==> config.mk <==
export PLATFORM = sky130hd
export DESIGN_NAME = uart_rx_ctrl
export DESIGN_NICKNAME = d
export VERILOG_FILES = /design/src/rtl/uart_rx_ctrl.sv
export SDC_FILE = /design/constraint.sdc
export NUM_CORES = 1
export LEC_CHECK = 0
export BUFFER_PORTS_ARGS = -buffer_cell sky130_fd_sc_hd__buf_2
export CAP_MARGIN = 20
export CORE_UTILIZATION = 30
export CTS_BUF_LIST = sky130_fd_sc_hd__clkbuf_2 sky130_fd_sc_hd__clkbuf_4 sky130_fd_sc_hd__clkbuf_8
export CTS_CLUSTER_SIZE = 25
export DETAILED_ROUTE_END_ITERATION = 12
export SLEW_MARGIN = 20
export SYNTH_ARGS = -nofsm -noshare
export SYNTH_HDL_FRONTEND = slang
export SYNTH_SLANG_ARGS = --single-unit
==> constraint.sdc <==
create_clock -name div_clk -period 1.5 [get_ports div_clk]
set_input_delay 0.075 -clock div_clk [delete_from_list [all_inputs] [get_ports div_clk]]
set_output_delay 0.075 -clock div_clk [all_outputs]
set_load 0.005 [all_outputs]
==> src/rtl/uart_rx_ctrl.sv <==
// uart_rx_ctrl -- UART receive control path.
//
// Oversamples an asynchronous serial line on div_clk (OVERSAMPLE x baud). It
// finds a start bit, confirms it at mid-bit and samples each data bit once per
// bit period. For each data bit it asks an external shift register to shift.
// When the stop bit has been sampled, it signals that the frame is complete.
//
// Ports
//   div_clk      sole clock, OVERSAMPLE x baud, rising edge
//   rst_n        asynchronous active-low reset
//   rx_serial    asynchronous serial input, idle high
//   rx_ack       consumer acknowledges the pending frame
//   shift_en     one-cycle pulse: shift in shift_bit
//   shift_bit    sampled data bit (holds last sample between pulses)
//   check_en     one-cycle pulse: frame complete, latch the byte
//   rx_valid     frame pending for the consumer
//   frame_error  last frame's stop bit sampled 0
//   overrun      sticky: a frame completed while the previous one was pending
//   busy         high in every state except IDLE
//   state_dbg    current FSM state encoding (IDLE=0 START=1 DATA=2 STOP=3 CHECK=4)
//
// Handshake: rx_valid rises the cycle after check_en and stays high until the
// consumer acknowledges. The consumer holds rx_ack high while rx_valid=1, and
// the acknowledgement is consumed on that rising edge. An rx_ack while
// rx_valid=0 has no effect. An rx_ack in the check_en cycle consumes the old
// frame. The new frame then stays pending, and overrun is not touched.
module uart_rx_ctrl #(
  parameter int OVERSAMPLE = 16,
  parameter int DATA_BITS  = 8
) (
  input  logic       div_clk,
  input  logic       rst_n,
  input  logic       rx_serial,
  input  logic       rx_ack,
  output logic       shift_en,
  output logic       shift_bit,
  output logic       check_en,
  output logic       rx_valid,
  output logic       frame_error,
  output logic       overrun,
  output logic       busy,
  output logic [2:0] state_dbg
);

  localparam int TICK_W = $clog2(OVERSAMPLE);
  localparam int BIT_W  = $clog2(DATA_BITS + 1);

  localparam logic [TICK_W-1:0] TICK_LAST = TICK_W'(OVERSAMPLE - 1);
  localparam logic [TICK_W-1:0] TICK_MID  = TICK_W'(OVERSAMPLE / 2 - 1);
  localparam logic [TICK_W-1:0] TICK_ONE  = TICK_W'(1);
  localparam logic [BIT_W-1:0]  BIT_LAST  = BIT_W'(DATA_BITS - 1);
  localparam logic [BIT_W-1:0]  BIT_ONE   = BIT_W'(1);

  typedef enum logic [2:0] {
    IDLE  = 3'd0,
    START = 3'd1,
    DATA  = 3'd2,
    STOP  = 3'd3,
    CHECK = 3'd4
  } state_t;

  state_t            state_q, state_d;
  logic [TICK_W-1:0] tick_q, tick_d;
  logic [BIT_W-1:0]  bit_q, bit_d;
  logic              stop_q, stop_d;
  logic              armed_q, armed_d;
  logic              rx_meta, rx_s;
  logic              bit_hold_q;

  // Two-flop synchroniser. Both flops reset to the idle level so that the
  // reset release cannot look like a start bit.
  always_ff @(posedge div_clk or negedge rst_n) begin
    if (!rst_n) begin
      rx_meta <= 1'b1;
      rx_s    <= 1'b1;
    end else begin
      rx_meta <= rx_serial;
      rx_s    <= rx_meta;
    end
  end

  always_ff @(posedge div_clk or negedge rst_n) begin
    if (!rst_n) begin
      state_q <= IDLE;
      tick_q  <= '0;
      bit_q   <= '0;
      stop_q  <= 1'b0;
      armed_q <= 1'b1;
    end else begin
      state_q <= state_d;
      tick_q  <= tick_d;
      bit_q   <= bit_d;
      stop_q  <= stop_d;
      armed_q <= armed_d;
    end
  end

  always_comb begin
    state_d  = state_q;
    tick_d   = tick_q;
    bit_d    = bit_q;
    stop_d   = stop_q;
    armed_d  = armed_q;
    shift_en = 1'b0;
    check_en = 1'b0;
    case (state_q)
      IDLE: begin
        tick_d = '0;
        bit_d  = '0;
        // After a framing error the line may be stuck low (break). Wait for
        // a high level before accepting another falling edge.
        if (!armed_q) begin
          if (rx_s) armed_d = 1'b1;
        end else if (!rx_s) begin
          state_d = START;
        end
      end
      START: begin
        if (tick_q == TICK_MID) begin
          tick_d = '0;
          bit_d  = '0;
          // A start bit that is high again at mid-bit is only a glitch.
          state_d = rx_s ? IDLE : DATA;
        end else begin
          tick_d = tick_q + TICK_ONE;
        end
      end
      DATA: begin
        if (tick_q == TICK_LAST) begin
          shift_en = 1'b1;
          tick_d   = '0;
          bit_d    = bit_q + BIT_ONE;
          if (bit_q == BIT_LAST) state_d = STOP;
        end else begin
          tick_d = tick_q + TICK_ONE;
        end
      end
      STOP: begin
        if (tick_q == TICK_LAST) begin
          stop_d  = rx_s;
          tick_d  = '0;
          state_d = CHECK;
        end else begin
          tick_d = tick_q + TICK_ONE;
        end
      end
      CHECK: begin
        check_en = 1'b1;
        armed_d  = stop_q;
        state_d  = IDLE;
      end
      default: begin
        state_d = IDLE;
      end
    endcase
  end

  // shift_bit is the live sample during the pulse. Between pulses it holds
  // the value last sampled.
  always_ff @(posedge div_clk or negedge rst_n) begin
    if (!rst_n) begin
      bit_hold_q <= 1'b0;
    end else if (shift_en) begin
      bit_hold_q <= rx_s;
    end
  end

  assign shift_bit = shift_en ? rx_s : bit_hold_q;

  always_ff @(posedge div_clk or negedge rst_n) begin
    if (!rst_n) begin
      rx_valid    <= 1'b0;
      frame_error <= 1'b0;
      overrun     <= 1'b0;
    end else if (check_en) begin
      frame_error <= ~stop_q;
      rx_valid    <= 1'b1;
      if (rx_valid && !rx_ack) overrun <= 1'b1;
    end else if (rx_ack && rx_valid) begin
      rx_valid <= 1'b0;
      overrun  <= 1'b0;
    end
  end

  assign busy      = (state_q != IDLE);
  assign state_dbg = state_q;

endmodule

==> results of run 1 <==
[worst max-delay path by stage]
stage	from	end	slack [ns]	cells past startpoint
4_1_cts	tick_q[0]$_DFFE_PN0P_	shift_bit	-0.26	6
6_report	tick_q[0]$_DFFE_PN0P_	shift_bit	-0.23	6
5_1_grt	tick_q[0]$_DFFE_PN0P_	shift_bit	-0.32	6
3_5_place_dp	tick_q[0]$_DFFE_PN0P_	shift_bit	-0.005	6
3_3_place_gp	tick_q[1]$_DFFE_PN0P_	shift_bit	0.03	6
2_1_floorplan	tick_q[0]$_DFFE_PN0P_	bit_hold_q$_DFF_PN0_	-0.07	6
[registers in the layout, indices dropped and copies added (netlist names)]
name         flops
bit_hold_q       1
rx_meta          1
rx_valid         1
overrun          1
stop_q           1
tick_q           4
state_dbg        3
bit_q            4
rx_s             1
frame_error      1
armed_q          1
[metal layers]
layer	share of wire, %	wire, µm
met1	47	966
met2	49	999
met3	3.7	75
met4	0	0
met5	0	0
[logic make-up after synthesis]
group	count (synthesis)	share of synthesized area [%]
AOI/OAI and AO/OA	22	15.42
xor gates and xnor gates	2	1.800
adders and majority gates	2	2.570
buffers and inverters	9	6.169
DFF	19	49.23
muxes	5	6.427
and+or+nand+nor	27	18.38
[power by group through the flow]
stage	clock, mW	combinational (mW)	sequential, mW
6_report	0.274	0.420	0.595
5_1_grt	0.304	0.466	0.601
4_1_cts	0.283	0.409	0.597
3_5_place_dp	0	0.329	0.631
3_3_place_gp	0	0.319	0.625
2_1_floorplan	0	0.207	0.606
[cell usage in the layout (no fill, tap or decap), types with 2 or more instances in the layout]
cell	n
dlygate4sd3_1	3
xnor2_1	2
a22o_1	3
buf_6	7
a21oi_1	2
buf_2	12
buf_4	17
o21ai_1	2
a21o_1	2
nand3_1	2
mux2_4	4
o21ai_0	5
dfrtp_2	4
dfstp_2	3
clkbuf_4	3
inv_1	2
nor2_1	6
dfrtp_1	12
nand2_1	6
[critical path, cell delays in order, from the launching register on]
cell	delay, ns
dfrtp_1	0.37
ha_2	0.18
and2_4	0.15
nand3_4	0.07
nor3_4	0.14
mux2_4	0.33
buf_6	0.12
[timing repair]
item / in CTS / in global routing
pin swaps: 8 / 3
gates cloned: 0 / 1
hold buffers: 3 / 0
endpoints found under the setup margin: 5 / 11
resized for setup: 11 / 8
hold endpoints to repair: 19 / 0
buffers inserted: 10 / 7
[through the flow]
step	worst slack (ns)	TNS (ns)	cells	area, µm²
floorplan	-0.06712	-0.1240	86	985.9
global placement	0.02538	0	146	1121
detailed placement	-0.004698	-0.004698	146	1121
CTS	-0.2572	-0.5839	162	1290
global route	-0.3165	-1.146	167	1344
finish	-0.2338	-0.5882	167	1344
[cell type report]
class,instances,area [µm²]
Multi-Input combinational cell,58,466.7
Sequential cell,19,484.2
Inverter,3,11.26
Tap cell,44,55.05
Fill cell,306,1734
Clock buffer,3,22.52
Clock inverter,1,7.507
Timing Repair Buffer,39,296.5
==> results_dict.tcl, run 1 <==
set metrics [dict create \
    async_flop_share_pct 100.0 \
    worstMarginPinSlew_ns 0.4276 \
    max-slew-margin-rel_pct 71.49 \
    antenna_left 0 \
    holdWs_ns 0.2236 \
    coreArea_um2 3078 \
    clock_skew_ns 0.002759 \
    die_area_um2 3476 \
    syn_nets 92 \
    p_int_uw 890.2 \
    cts_made_buffers 3 \
    critical_path_required_ns 1.42 \
    yosys-top-cells-count "dfrtp_1 (16), nand2_1 (7), nor2_1 (6), o21ai_0 (6)" \
    ys_types 38 \
    drt-initial-drc-count 17 \
    cts_root_buffer "clkbuf_4" \
    p_switching_uw 398.8 \
    synth.ff_latch_count 19 \
    grt_pass1_vias 741 \
    synthTopCellsByArea "dfrtp_1 (41%), dfstp_2 (8.1%), o21ai_0 (3.1%), mux2_4 (3.1%), nand2_1 (2.7%)" \
    final_core_util_pct 43.66 \
    vias_per_cell 4.509 \
    die_y_um 58.96 \
    drtPass1Iterations 4 \
    slew_violations 0 \
    clk_pin_slew_worst_paths_ns 0.12 \
    synthesis.area_um2 973.4 \
    finalHoldViolations 0 \
    setup_viol 6 \
    rrSetupSlack_ns -0.16 \
    synth_top_area_cell "dfrtp_1" \
    met3_usage_pct 4.615 \
    tritoncts "done" \
    pwr-share-seq_pct 46.2 \
    p_comb_share_pct 32.6 \
    hp-class "in2async" \
    cts_max_level 1 \
    num_vias 753 \
    drc 0 \
    antenna_found_initial 0 \
    crit_type "reg2out" \
    clk-insertion-delay-late_ns 0.30 \
    synth_enable_flop_cells 0 \
    maxClockFrequency_mhz 576.8 \
    gp_congestion 0.7812 \
    grt_max_degree 20 \
    rsz0062_at_grt "true" \
    irDropWorstVdd_mv 0.6662 \
    use_met1_pct 18.41 \
    final_nets 130 \
    power.density_nw_per_um2 959.2 \
    fin_ws_ns -0.2338 \
    yosysMostFrequentCell "dfrtp_1" \
    area_delta_synth_final_pct 38.05 \
    syn_inst 86 \
    failed_checks "setup timing" \
    clockBufferDepth 2 \
    r2r_end "stop_q$_DFFE_PN0P_" \
    synth_ff_type "dfrtp_1" \
    pin_count 14 \
    yosys_warnings 0 \
    grt_pass1_wl_um 3477 \
    met2_usage_pct 21.43 \
    swShare_pct 30.94 \
    r2r_cells 7 \
    drive_gt1_share_pct 52.03 \
    avgSynthCellArea_um2 11.32 \
    fp.dieW_um 58.96 \
    row_count 20 \
    synth_top_area_share_pct 41.13 \
    p_leak_nw 0.6395 \
    max-cap-violations 0 \
    cp-start-kind "flop" \
    worst_r2r_startpoint "tick_q[0]$_DFFE_PN0P_" \
    cp_max_fo 2 \
    ys_seq_area_share_pct 49.23 \
    wl_um 2041 \
    io_buffers 13 \
    endpoint_kind "primary output" \
    layout_worst_path_cycle_share_pct 115.6 \
    status "complete, but fails checks" \
    start_util_pct 31.63 \
    clkPwrFrac_pct 21.3 \
    final.min_clock_period_ns 1.734 \
    arrival_ns 1.66 \
    wl_per_cell_um 12.22 \
    cts_num_sinks 19 \
    grt_usage_pct 13.43 \
    place.detailed.hpwl_um 1244 \
    fin_total_pwr_mw 1.289 \
    diodes 0 \
    grt-busiest-layer "met2" \
    grt_overflow 0 \
]
No activity file was read; power rests on OpenSTA's default activity.
==> run 2, diff against run 1 <==
--- a/config.mk
+++ b/config.mk
@@ -7,6 +7,7 @@
 export LEC_CHECK = 0
 export BUFFER_PORTS_ARGS = -buffer_cell sky130_fd_sc_hd__buf_2
 export CAP_MARGIN = 20
+export CORE_MARGIN = 4
 export CORE_UTILIZATION = 30
 export CTS_BUF_LIST = sky130_fd_sc_hd__clkbuf_2 sky130_fd_sc_hd__clkbuf_4 sky130_fd_sc_hd__clkbuf_8
 export CTS_CLUSTER_SIZE = 25
==> results_dict.tcl, run 2 (synthesis gave the netlist of run 1 again) <==
set metrics [dict create \
    swShare_pct 30.35 \
    grt_pass1_vias 790 \
    critical_path_required_ns 1.42 \
    endpoint_kind "primary output" \
    diodes 0 \
    fin_ws_ns -0.2706 \
    antenna_left 0 \
    cts_made_buffers 3 \
    setup_tns_ns -1.416 \
    die_y_um 64.96 \
    slew_violations 0 \
    drtPass1Iterations 4 \
    setup_viol 11 \
    grt_usage_pct 10.89 \
    tritoncts "done" \
    finalHoldViolations 0 \
    final_nets 132 \
    io_buffers 13 \
    p_comb_share_pct 37.8 \
    layout_common_cells "buf_4 (17), dfrtp_1 (14), buf_2 (12)" \
    maxClockFrequency_mhz 564.8 \
    start_util_pct 31.63 \
    arrival_ns 1.70 \
    irDropWorstVdd_mv 0.5764 \
    cts_max_level 1 \
    drive_gt1_share_pct 52.00 \
    max-cap-violations 0 \
    worstMarginPinSlew_ns 0.4454 \
    final_core_util_pct 44.43 \
    cts_root_buffer "clkbuf_4" \
    max-slew-margin-rel_pct 70.31 \
    fp.dieW_um 64.96 \
    p_leak_nw 0.6586 \
    clockBufferDepth 2 \
    failed_checks "setup timing" \
    area_delta_synth_final_pct 40.49 \
    p_int_uw 982.7 \
    cts_num_sinks 19 \
    wl_per_cell_um 13.09 \
    cp-start-kind "flop" \
    crit_type "reg2out" \
    final_common_cell "buf_4" \
    pwr-share-seq_pct 43.5 \
    clock_skew_ns 0.006172 \
    grt_max_degree 20 \
    antenna_found_initial 0 \
    row_count 20 \
    clk_pin_slew_worst_paths_ns 0.11 \
    rsz0062_at_grt "true" \
    place.detailed.hpwl_um 1366 \
    wl_um 2213 \
    final.min_clock_period_ns 1.771 \
    drc 0 \
    cp_max_fo 2 \
    num_vias 798 \
    drt-initial-drc-count 3 \
    pin_count 14 \
    die_area_um2 4220 \
    grt_overflow 0 \
    layout_worst_path_cycle_share_pct 118.0 \
    gp_congestion 0.6609 \
    status "complete, but fails checks" \
    grt_pass1_wl_um 3601 \
    vias_per_cell 4.722 \
    clk-insertion-delay-late_ns 0.30 \
    coreArea_um2 3078 \
    p_switching_uw 428.2 \
    hp-class "in2async" \
    clkPwrFrac_pct 18.7 \
    power.density_nw_per_um2 1032 \
]
==> run 2: per-layer routing <==
metal / vias to the layer above / part of all wire [%] / GRT usage, % / routed length (µm)
li1: 381 / - / - / -
met1: 391 / 45 / 13.28 / 999
met2: 18 / 48 / 17.50 / 1060
met3: 8 / 4.3 / 3.986 / 96
met4: 0 / 2.6 / 3.958 / 57
met5: - / 0 / 0 / 0
==> run 2: cell type report <==
| type | instances | area (µm²) |
|---|---|---|
| inverter | 3 | 11.26 |
| clock inverter | 1 | 5.005 |
| tap | 44 | 55.05 |
| fill | 315 | 1710 |
| multi-input combinational | 58 | 473.0 |
| timing repair buffer | 41 | 319.1 |
| sequential | 19 | 481.7 |
| clock buffer | 3 | 22.52 |
==> run 2: power groups by stage <==
stage | Combinational, mW | Sequential, mW | Clock [mW]
after floorplan | 0.207 | 0.606 | 0
after CTS | 0.400 | 0.622 | 0.278
final | 0.533 | 0.614 | 0.264
after global routing | 0.581 | 0.619 | 0.298
after global placement | 0.316 | 0.627 | 0
after detailed placement | 0.332 | 0.634 | 0
==> run 2: path summary, 6_finish.rpt <==
path | from | endpoint | slack, ns | cells past startpoint
setup / recovery | tick_q[0]$_DFFE_PN0P_ | shift_bit | -0.27 | 6
hold / removal | rst_n | tick_q[2]$_DFFE_PN0P_ | 0.24 | 2
setup reg to reg | tick_q[0]$_DFFE_PN0P_ | state_dbg[0]$_DFFE_PN0P_ | -0.25 | 6
hold reg to reg | rx_meta$_DFF_PN1_ | rx_s$_DFF_PN1_ | 0.36 | 0
max in group asynchronous | rst_n | armed_q$_DFFE_PN1P_ | 0.91 | 2
min in group div_clk | rx_meta$_DFF_PN1_ | rx_s$_DFF_PN1_ | 0.36 | 0
==> run 2: critical path, stage by stage, from the launching register on <==
cell and delay (ns):
dfrtp_1 0.38, ha_2 0.19, and2_4 0.16, nand3_4 0.07
nor3_4 0.16, mux2_4 0.33, buf_6 0.12
==> run 2: what timing repair did <==
| action | in CTS | in global routing |
|---|---|---|
| gates cloned | 0 | 1 |
| gates resized for setup | 15 | 7 |
| endpoints found under the setup margin | 6 | 13 |
| pin swaps | 11 | 3 |
| endpoints found under the hold margin | 19 | 0 |
| setup buffers | 11 | 9 |
| hold buffers | 3 | 0 |
==> run 2: through the flow <==
step                      setup slack [ns]  cells  total power [mW]  instance area (µm²)  hold WS (ns)
after floorplan                   -0.06712     86            0.8134                985.9       -0.2206
after detailed placement          -0.02977    146            0.9654                 1121       0.04075
after CTS                          -0.2743    163             1.300                 1305        0.2496
after global placement             0.01442    146            0.9421                 1121       0.03874
final                              -0.2706    169             1.411                 1368        0.2359
after global routing               -0.3513    169             1.498                 1368        0.2667
